$ cat src/rtl/coremem_pkg.sv
// rtl/coremem_pkg.sv - shared types and constants for the core data-memory port arbiter
package coremem_pkg;

  localparam int NUM_MASTERS = 2;
  localparam int OBI_AW      = 32;
  localparam int OBI_DW      = 32;
  localparam int OBI_BEW     = OBI_DW / 8;

  // Identifies which master issued a transaction
  typedef logic master_id_t;

  // Request payload carried alongside req
  typedef struct packed {
    logic               we;
    logic [OBI_AW-1:0]  addr;
    logic [OBI_BEW-1:0] be;
    logic [OBI_DW-1:0]  wdata;
  } obi_req_t;

  // Round-robin pick among requesters; a tie goes to the master that did not win last
  function automatic master_id_t rr_pick(input logic [NUM_MASTERS-1:0] req,
                                         input master_id_t rr_last);
    master_id_t pick;
    pick = 1'b0;
    if (req == 2'b10) begin
      pick = 1'b1;
    end else if (req == 2'b11) begin
      pick = ~rr_last;
    end
    return pick;
  endfunction

endpackage

$ cat src/rtl/coremem_owner_fifo.sv
// rtl/coremem_owner_fifo.sv - in-order FIFO recording which master owns each outstanding transaction
import coremem_pkg::*;

module coremem_owner_fifo #(
  parameter int DEPTH = 2
) (
  input  logic       clk_i,
  input  logic       rst_i,
  input  logic       push_i,
  input  master_id_t data_i,
  input  logic       pop_i,
  output logic       full_o,
  output logic       empty_o,
  output master_id_t head_o
);

  localparam int CW = $clog2(DEPTH + 1);
  localparam int PW = (DEPTH > 1) ? $clog2(DEPTH) : 1;

  master_id_t    mem_q [DEPTH];
  logic [PW-1:0] wptr_q;
  logic [PW-1:0] rptr_q;
  logic [CW-1:0] count_q;
  logic          push_ok;
  logic          pop_ok;

  // Pointers wrap at DEPTH, which need not be a power of two
  function automatic logic [PW-1:0] ptr_inc(input logic [PW-1:0] p);
    return (p == PW'(DEPTH - 1)) ? '0 : p + 1'b1;
  endfunction

  assign full_o  = (count_q == CW'(DEPTH));
  assign empty_o = (count_q == '0);
  assign head_o  = mem_q[rptr_q];
  assign push_ok = push_i & ~full_o;
  assign pop_ok  = pop_i & ~empty_o;

  // Owner storage; written at the tail on every accepted push
  always_ff @(posedge clk_i or posedge rst_i) begin
    if (rst_i) begin
      for (int i = 0; i < DEPTH; i++) begin
        mem_q[i] <= 1'b0;
      end
    end else if (push_ok) begin
      mem_q[wptr_q] <= data_i;
    end
  end

  // Pointer and occupancy tracking; simultaneous push and pop leaves the count unchanged
  always_ff @(posedge clk_i or posedge rst_i) begin
    if (rst_i) begin
      wptr_q  <= '0;
      rptr_q  <= '0;
      count_q <= '0;
    end else begin
      if (push_ok) begin
        wptr_q <= ptr_inc(wptr_q);
      end
      if (pop_ok) begin
        rptr_q <= ptr_inc(rptr_q);
      end
      if (push_ok && !pop_ok) begin
        count_q <= count_q + 1'b1;
      end else if (pop_ok && !push_ok) begin
        count_q <= count_q - 1'b1;
      end
    end
  end

endmodule

$ cat src/rtl/coremem_port_arbiter.sv
// rtl/coremem_port_arbiter.sv - two-master round-robin arbiter in front of the core data-memory adapter
import coremem_pkg::*;

module coremem_port_arbiter #(
  parameter int AW        = 32,
  parameter int DW        = 32,
  parameter int MAX_OUTST = 2
) (
  input  logic                          clk_i,
  input  logic                          rst_i,
  input  logic [NUM_MASTERS-1:0]        m_req_i,
  input  logic [NUM_MASTERS-1:0]        m_we_i,
  input  logic [NUM_MASTERS*AW-1:0]     m_addr_i,
  input  logic [NUM_MASTERS*DW/8-1:0]   m_be_i,
  input  logic [NUM_MASTERS*DW-1:0]     m_wdata_i,
  output logic [NUM_MASTERS-1:0]        m_gnt_o,
  output logic [NUM_MASTERS-1:0]        m_rvalid_o,
  output logic [DW-1:0]                 m_rdata_o,
  output logic                          s_req_o,
  output logic                          s_we_o,
  output logic [AW-1:0]                 s_addr_o,
  output logic [DW/8-1:0]               s_be_o,
  output logic [DW-1:0]                 s_wdata_o,
  input  logic                          s_gnt_i,
  input  logic                          s_rvalid_i,
  input  logic [DW-1:0]                 s_rdata_i,
  output logic                          err_o
);

  localparam int BW = DW / 8;

  master_id_t sel;
  master_id_t rr_last_q;
  master_id_t lock_id_q;
  master_id_t head;
  logic       lock_q;
  logic       lock_active;
  logic       fifo_full;
  logic       fifo_empty;
  logic       issue;
  logic       grant;
  logic       pop;

  // A lock only holds while its owner keeps requesting; a dropped req releases it
  assign lock_active = lock_q & m_req_i[lock_id_q];

  // Master selection: a stalled request keeps the port, otherwise round-robin
  always_comb begin
    sel = rr_pick(m_req_i, rr_last_q);
    if (lock_active) begin
      sel = lock_id_q;
    end
  end

  // Issue is gated only by registered occupancy, so rvalid never reaches req/gnt combinationally
  assign issue = m_req_i[sel] & ~fifo_full & ~rst_i;
  assign grant = issue & s_gnt_i;
  assign pop   = s_rvalid_i & ~fifo_empty & ~rst_i;

  assign s_req_o = issue;

  // Payload mux from the selected master; zeroed when nothing is issued
  always_comb begin
    s_we_o    = 1'b0;
    s_addr_o  = '0;
    s_be_o    = '0;
    s_wdata_o = '0;
    if (issue) begin
      if (sel) begin
        s_we_o    = m_we_i[1];
        s_addr_o  = m_addr_i[AW +: AW];
        s_be_o    = m_be_i[BW +: BW];
        s_wdata_o = m_wdata_i[DW +: DW];
      end else begin
        s_we_o    = m_we_i[0];
        s_addr_o  = m_addr_i[0 +: AW];
        s_be_o    = m_be_i[0 +: BW];
        s_wdata_o = m_wdata_i[0 +: DW];
      end
    end
  end

  // Grant and response steering back to the individual masters
  always_comb begin
    m_gnt_o    = '0;
    m_rvalid_o = '0;
    if (grant) begin
      m_gnt_o[sel] = 1'b1;
    end
    if (pop) begin
      m_rvalid_o[head] = 1'b1;
    end
  end

  assign m_rdata_o = s_rdata_i;

  // Round-robin history and stall lock
  always_ff @(posedge clk_i or posedge rst_i) begin
    if (rst_i) begin
      rr_last_q <= 1'b1;
      lock_q    <= 1'b0;
      lock_id_q <= 1'b0;
    end else begin
      if (grant) begin
        rr_last_q <= sel;
        lock_q    <= 1'b0;
      end else if (issue) begin
        lock_q    <= 1'b1;
        lock_id_q <= sel;
      end else if (!lock_active) begin
        lock_q    <= 1'b0;
      end
    end
  end

  // Sticky error for a response arriving with nothing outstanding
  always_ff @(posedge clk_i or posedge rst_i) begin
    if (rst_i) begin
      err_o <= 1'b0;
    end else if (s_rvalid_i && fifo_empty) begin
      err_o <= 1'b1;
    end
  end

  coremem_owner_fifo #(
    .DEPTH (MAX_OUTST)
  ) u_owner_fifo (
    .clk_i   (clk_i),
    .rst_i   (rst_i),
    .push_i  (grant),
    .data_i  (sel),
    .pop_i   (pop),
    .full_o  (fifo_full),
    .empty_o (fifo_empty),
    .head_o  (head)
  );

endmodule

$ cat config.mk
export PLATFORM = sky130hd
export DESIGN_NAME = coremem_port_arbiter
export DESIGN_NICKNAME = d
export VERILOG_FILES = /design/src/rtl/coremem_pkg.sv /design/src/rtl/coremem_owner_fifo.sv /design/src/rtl/coremem_port_arbiter.sv
export SDC_FILE = /design/constraint.sdc
export NUM_CORES = 1
export LEC_CHECK = 0
export BUFFER_PORTS_ARGS = -buffer_cell sky130_fd_sc_hd__buf_2
export CAP_MARGIN = 10
export CORE_AREA = 2 2 110 112
export DETAILED_ROUTE_END_ITERATION = 10
export DIE_AREA = 0 0 112 114
export PLACE_DENSITY = 0.62
export SLEW_MARGIN = 20
export SYNTH_ARGS = -nofsm -noshare
export SYNTH_HDL_FRONTEND = slang
export SYNTH_HIERARCHICAL = 1
export SYNTH_SLANG_ARGS = --single-unit
$ cat constraint.sdc
create_clock -name clk_i -period 2.08 [get_ports clk_i]
set_clock_uncertainty 0.2 [all_clocks]
set_input_delay 0.104 -clock clk_i [delete_from_list [all_inputs] [get_ports clk_i]]
set_output_delay 0.104 -clock clk_i [all_outputs]
set_load 0.05 [all_outputs]
# Word-level counts from Yosys, hierarchy flattened
# Cells that the tools add are included.
[totals] ff_bits=10 in_bits=176 wordCells=85
[op_classes] add_sub_neg=4 n_lt_le_gt_ge=8 n_eq_ne=4 muxes=34 n_bitwise=15 reduce_logical=11
[op_table] op="2-to-1 mux 32 bit" count=4
[op_table] op="2-to-1 mux 1 bit" count=20
[op_table] op="bitwise AND 1 bit" count=8
[op_table] op="2-to-1 mux 2 bit" count=4
[op_table] op="2-to-1 mux 4 bit" count=2
[op_table] op="== test 2 bit, second input constant" count=3
[op_table] op="logical AND 1 bit" count=6
[op_table] op="< comparator 1 x 2 -> 1 bit, second input constant" count=3
[op_table] op="inverter 1 bit" count=5
[op_table] op=">= comparator 2 bit, second input constant" count=2
[op_table] op="inverter 1 -> 2 bit" count=2
[op_table] op="demux 1 bit (select 1 bit)" count=3
[op_table] op="inequality test 3 x 1 -> 1 bit, second input constant" count=1
[op_table] op="adder 1 bit, second input constant" count=2
[op_table] op="adder 2 x 1 -> 2 bit, second input constant" count=1
[op_table] op="bitwise mux 2 bit" count=1
[op_table] op=">= comparator 1 bit, second input constant" count=2
[op_table] op="logical NOT 1 bit" count=2
[op_table] op="logical NOT 2 bit" count=1
[op_table] op="< comparator 2 x 1 -> 1 bit, second input constant" count=1
[op_table] op="AND reduction 2 bit" count=1
[op_table] op="nonzero test 2 bit" count=1
[op_table] op="subtractor 2 x 1 -> 2 bit, second input constant" count=1

# Longest topological paths before layout
[logic_depth] depth_word=14 ltp_mapped=11 depth_no_buf=10

# Hierarchy
# Netlist, hierarchy kept.
[modules_own_cells] mod="coremem_port_arbiter" instances=1 cells_each=482 area_each_um2=2831.5 seq_area_each_um2=101.3
[modules_own_cells] mod="coremem_owner_fifo" instances=1 cells_each=24 area_each_um2=287.8 seq_area_each_um2=150.1

# Least setup slack after synthesis
# Ideal clock, no wire load.
[synth_timing] path_kind="register to register" startpoint="register u_owner_fifo.count_q[0]" endpoint="register u_owner_fifo.count_q[1]" t_arrival_ns=1.827 t_required_ns=1.755 slack_ns=-0.072 stages_incl_launch_ff=12 period_less_slack_ns=2.152 path_cell_list="dfrtp_1 nand2b_2 inv_1 nor2_1 clkbuf_1 nand2_1 nor2_1 and2_1 ha_1 xor2_1 nor2_1 xor2_1"
[synth_between] elab_chain_len=9
[synth_rtl] item="start: declaration" line_no="coremem_owner_fifo.sv:23" text="logic [CW-1:0] count_q;"
[synth_rtl] item="start signal: assignment" line_no="coremem_owner_fifo.sv:63" text="count_q <= count_q + 1'b1;"
[synth_rtl] item="start signal: assignment" line_no="coremem_owner_fifo.sv:65" text="count_q <= count_q - 1'b1;"
[synth_rtl] item="== test 2 bit *" line_no="coremem_owner_fifo.sv:32" text="assign full_o = (count_q == CW'(DEPTH));"
[synth_rtl] item="via fifo_full" line_no="coremem_port_arbiter.sv:38" text="logic fifo_full;"
[synth_rtl] item="inverter 1 bit *" line_no="coremem_port_arbiter.sv:56" text="assign issue = m_req_i[sel] & ~fifo_full & ~rst_i;"
[synth_rtl] item="bitwise AND 1 bit * (2 in series)" line_no="coremem_port_arbiter.sv:56"
[synth_rtl] item="bitwise AND 1 bit *" line_no="coremem_port_arbiter.sv:57" text="assign grant = issue & s_gnt_i;"
[synth_rtl] item="via grant" line_no="coremem_port_arbiter.sv:41" text="logic grant;"
[synth_rtl] item="bitwise AND 1 bit *" line_no="coremem_owner_fifo.sv:35" text="assign push_ok = push_i & ~full_o;"
[synth_rtl] item="via u_owner_fifo.push_ok" line_no="coremem_owner_fifo.sv:24" text="logic push_ok;"
[synth_rtl] item="logical NOT 1 bit" line_no="coremem_owner_fifo.sv:64" text="end else if (pop_ok && !push_ok) begin"
[synth_rtl] item="logical AND 1 bit" line_no="coremem_owner_fifo.sv:64"
[synth_rtl] item="nonzero test 2 bit (no line)"
# Mark *: on every way through the listed nets, which the timed path passes. The rest lies on a longest branch. The select of a mux whose other input is x is not followed.
# A chain may end at the register's enable or synchronous reset.

# Final worst setup path
[layout_timing] startpoint="register rr_last_q" endpoint="output port s_addr_o[20]"
[layout_between] elab_chain_len=9
[layout_rtl] item="start: declaration" line_no="coremem_port_arbiter.sv:33" text="master_id_t rr_last_q;"
[layout_rtl] item="start signal: assignment" line_no="coremem_port_arbiter.sv:105" text="rr_last_q <= sel;"
[layout_rtl] item="inverter 1 bit *" line_no="coremem_pkg.sv:28" text="pick = ~rr_last;"
[layout_rtl] item="2-to-1 mux 1 bit *" line_no="coremem_pkg.sv:27" text="end else if (req == 2'b11) begin"
[layout_rtl] item="2-to-1 mux 1 bit *" line_no="coremem_pkg.sv:25" text="if (req == 2'b10) begin"
[layout_rtl] item="2-to-1 mux 1 bit *" line_no="coremem_port_arbiter.sv:50" text="if (lock_active) begin"
[layout_rtl] item="2-to-1 mux 1 bit (not written as such) (2 in series)" line_no="coremem_port_arbiter.sv:56"
[layout_rtl] item="bitwise AND 1 bit (2 in series)" line_no="coremem_port_arbiter.sv:56"
[layout_rtl] item="2-to-1 mux 32 bit *" line_no="coremem_port_arbiter.sv:68" text="if (issue) begin"
[layout_rtl] item="end: declaration" line_no="coremem_port_arbiter.sv:21" text="output logic [AW-1:0] s_addr_o,"
# Every way passes the cells marked *; elsewhere a longest branch is shown, timed or not. The select of a mux whose other input is x is not followed.

==> reports/qor.json <==
{
  "ir_worst_vdd": {"value": 0.633, "unit": "mV"},
  "achievable-frequency": {"value": 502, "unit": "MHz"},
  "detailed_place.area": {"value": 4050, "unit": "um^2"},
  "cp.required": {"value": 1.78, "unit": "ns"},
  "worstHoldStart": {"value": "s_rdata_i[26]"},
  "p_per_area": {"value": 967, "unit": "nW/um^2"},
  "antenna_violating_nets_post_route": {"value": 0},
  "h-tree-depth": {"value": 1},
  "worst-endpoint-arrival": {"value": 1.69, "unit": "ns"},
  "cts-buffers-inserted": {"value": 3},
  "first_global_vias": {"value": 3773},
  "clkLatencyLatePin": {"value": 0.23, "unit": "ns"},
  "met2_length": {"value": 6.22, "unit": "mm"},
  "initial_cell_density_of_the_core": {"value": 0.266},
  "grt_max_degree": {"value": 56},
  "number_of_setup_violations_in_the_final_report": {"value": 0},
  "number_of_core_rows": {"value": 40},
  "place_hpwl": {"value": 8.08, "unit": "mm"},
  "cts.path.max_buffers": {"value": 2},
  "hold_class": {"value": "in -> out"},
  "timing.critical_path.mode_cell": {"value": "sky130_fd_sc_hd__buf_4"},
  "first_pass_grt_wire_length": {"value": 18.2, "unit": "mm"},
  "cp_max_fo": {"value": 20},
  "power.leakage": {"value": 0.00220, "unit": "uW"},
  "crit_buf_inv": {"value": 2},
  "place_congestion": {"value": 0.798},
  "synth_to_final_area_change": {"value": 46.2, "unit": "%"},
  "synthesis.yosys.warnings": {"value": 6},
  "mappedNetlistNets": {"value": 683},
  "report.final.slew_viol_count": {"value": 0},
  "hold_violations": {"value": 0},
  "p_sw_frac": {"value": 0.579},
  "synth-main-ff-cell": {"value": "sky130_fd_sc_hd__dfrtp_1"},
  "antenna_found_initial": {"value": 0},
  "fill_cells": {"value": 1298},
  "p_int": {"value": 1860, "unit": "uW"},
  "y_dimension_of_the_die": {"value": 114, "unit": "um"},
  "synth-seq-area-share": {"value": 0.0806},
  "seqPwrFrac": {"value": 0.086},
  "critical_path.startpoint_type": {"value": "flop"},
  "routedWlPerCell": {"value": 15.5, "unit": "um"},
  "run_status": {"value": "finished, final reports clean"},
  "average_footprint_of_a_synthesized_cell": {"value": 6.16, "unit": "um^2"},
  "max_stage_delay": {"value": 0.56, "unit": "ns"},
  "detail_route.iter0.violations": {"value": 254},
  "power.clock.fraction": {"value": 0.078},
  "p_comb_frac": {"value": 0.836},
  "total_power": {"value": 4410, "unit": "uW"},
  "yosysUniqueCellTypes": {"value": 37},
  "worstMarginPinSlew": {"value": 0.362, "unit": "ns"},
  "synth-async-reset-ratio": {"value": 1.00},
  "firstDrtPassIters": {"value": 5},
  "synth_seq_cells": {"value": 10},
  "dieWidth": {"value": 112, "unit": "um"},
  "finalNetCount": {"value": 839},
  "layout_min_cycle_time": {"value": 1.99, "unit": "ns"},
  "design.die.area": {"value": 12800, "unit": "um^2"},
  "slowest_stage": {"value": "sky130_fd_sc_hd__dfstp_2"},
  "net-switching-power": {"value": 2550, "unit": "uW"},
  "wirelength_met1": {"value": 5.38, "unit": "mm"},
  "grt_overflow_total": {"value": 0},
  "cts.sink_count": {"value": 10},
  "mappedNetlistArea": {"value": 3120, "unit": "um^2"},
  "final_design_area_no_fill": {"value": 4560, "unit": "um^2"},
  "drcViolationCount": {"value": 0},
  "syn-instance-count": {"value": 506},
  "buffer_ports.inserted": {"value": 218},
  "top_routing_layer_in_use": {"value": "met4"},
  "final_layout_size_suffix_gt1_frac": {"value": 0.413},
  "core": {"value": 11700, "unit": "um^2"},
  "cts_tree": {"value": "done"},
  "final_cycle_share": {"value": 0.958},
  "endpoint_kind": {"value": "output pin"},
  "route.final.wire_length": {"value": 12.6, "unit": "mm"},
  "via_per_inst": {"value": 5.36},
  "cp_cell_sequence": {"value": "nand2b_4 > buf_4 > a31oi_1 > o21a_1 > buf_4"},
  "crit_path_start": {"value": "rr_last_q$_DFFE_PP1P_"},
  "max_cap_violation_count": {"value": 0},
  "num_antenna_cells": {"value": 0},
  "clk_pin_slew_worst_paths": {"value": 0.04, "unit": "ns"},
  "boundaryPins": {"value": 283},
  "cts.root.buffer_cell": {"value": "sky130_fd_sc_hd__clkbuf_16"},
  "worstReg2RegStart": {"value": "u_owner_fifo/count_q[1]$_DFFE_PP0P_"},
  "timing.slew.headroom": {"value": 0.758},
  "route.vias.total": {"value": 4333},
  "dr_wl_met3": {"value": 898, "unit": "um"},
  "cpLargestDelayFamily": {"value": "flip-flops"},
  "grt_usage": {"value": 0.167},
  "synth-edff-count": {"value": 0},
  "timing.setup.critical_path_class": {"value": "reg -> out"}
}
## cell usage after synthesis (2+ instances only)
master / n / share of area
sky130_fd_sc_hd__clkbuf_1: 21 / 0.025
sky130_fd_sc_hd__o21a_1: 69 / 0.17
sky130_fd_sc_hd__o21ai_0: 3 / 0.0048
sky130_fd_sc_hd__nand2_1: 140 / 0.17
sky130_fd_sc_hd__mux2_1: 2 / 0.0072
sky130_fd_sc_hd__xnor2_1: 2 / 0.0056
sky130_fd_sc_hd__buf_2: 39 / 0.063
sky130_fd_sc_hd__dfrtp_1: 9 / 0.072
sky130_fd_sc_hd__and2_1: 3 / 0.0060
sky130_fd_sc_hd__xor2_1: 3 / 0.0084
sky130_fd_sc_hd__inv_1: 4 / 0.0048
sky130_fd_sc_hd__buf_4: 34 / 0.082
sky130_fd_sc_hd__a31oi_1: 141 / 0.28
sky130_fd_sc_hd__buf_8: 7 / 0.034
sky130_fd_sc_hd__nor2b_1: 2 / 0.0040
sky130_fd_sc_hd__nand2b_1: 2 / 0.0040
sky130_fd_sc_hd__nor2_1: 5 / 0.0060
## logic make-up after synthesis
group / Yosys count / share of synthesized area
compound gates: 217 / 0.463
flops: 10 / 0.0806
mux: 4 / 0.0140
fa+ha+maj: 1 / 0.00401
xor+xnor: 5 / 0.0140
buf+inv: 107 / 0.213
simple gates: 162 / 0.211
## power by group through the flow
stage	Sequential, uW	Combinational [uW]	Clock, uW
final	380	3680	345
after global routing	393	3900	362
after CTS	366	3360	350
after detailed placement	366	3200	0
after global placement	360	3220	0
after floorplan	350	2750	0
## routing by layer
metal | GRT usage | up-vias
li1 | - | 2105
met1 | 0.224 | 2015
met2 | 0.297 | 205
met3 | 0.0191 | 8
met4 | 0.0236 | 0
met5 | 0 | -
## flip-flops by register name, indices dropped and copies added, names as in the netlist
name and flops:
lock_id_q 1, u_owner_fifo/rptr_q 1, u_owner_fifo/count_q 2, rr_last_q 1, err_o 1, u_owner_fifo/wptr_q 1, u_owner_fifo/mem_q 2, lock_q 1
## through the flow
stage | worst slack (ns) | setup TNS [ns] | util | hold WS, ns | cells
after floorplan | 0.00512 | 0 | - | -0.331 | 506
after global placement | 0.119 | 0 | 0.346 | -0.122 | 796
after detailed placement | 0.103 | 0 | 0.346 | -0.121 | 796
after CTS | 0.00389 | 0 | 0.365 | 0.00834 | 804
after global routing | -0.0267 | -0.0267 | 0.389 | 0.00807 | 808
final | 0.0867 | 0 | 0.389 | 0.00802 | 808
## final timing paths
check	endpoint	slack (ns)	cells after the start
setup reg to reg	u_owner_fifo/count_q[1]$_DFFE_PP0P_	0.10	9
hold reg to reg	err_o$_DFFE_PP0P_	0.25	1
min in group asynchronous	err_o$_DFFE_PP0P_	0.19	3
max in group asynchronous	rr_last_q$_DFFE_PP1P_	1.24	3
setup / recovery	s_addr_o[20]	0.09	5
hold / removal	m_rdata_o[26]	0.008	0
## placed cells by master, fill, tap and decap left out, drive strengths merged, types with 3 or more instances in the layout
cell type / synthesis / final
inv: 4 / 4
nand2b: 3 / 3
o21ai: 4 / 4
mux2: 3 / 3
buf: 82 / 231
o21a: 69 / 69
nand2: 141 / 141
nor2: 5 / 5
a31oi: 141 / 141
and2: 3 / 3
dfrtp: 9 / 9
clkbuf: 21 / 24
xor2: 3 / 3
dlygate4sd3: 0 / 3
## timing repair
action,4_1_cts,5_1_grt
gates resized for setup,36,87
endpoints found under the setup margin,59,73
hold endpoints to repair,12,0
cloned,1,2
hold buffers,3,0
pin swaps,0,3
setup buffers,0,2
## area by class of cell
type | instances | area [um^2] | share of cell area
clock buffers | 4 | 78.8 | 0.0173
inverters | 4 | 15.0 | 0.00329
multi-input cells | 389 | 2270 | 0.497
flip-flops and latches | 10 | 253 | 0.0554
well taps | 147 | 184 | 0.0403
repair buffers | 254 | 1760 | 0.386
(Power assumes the default switching activity.)
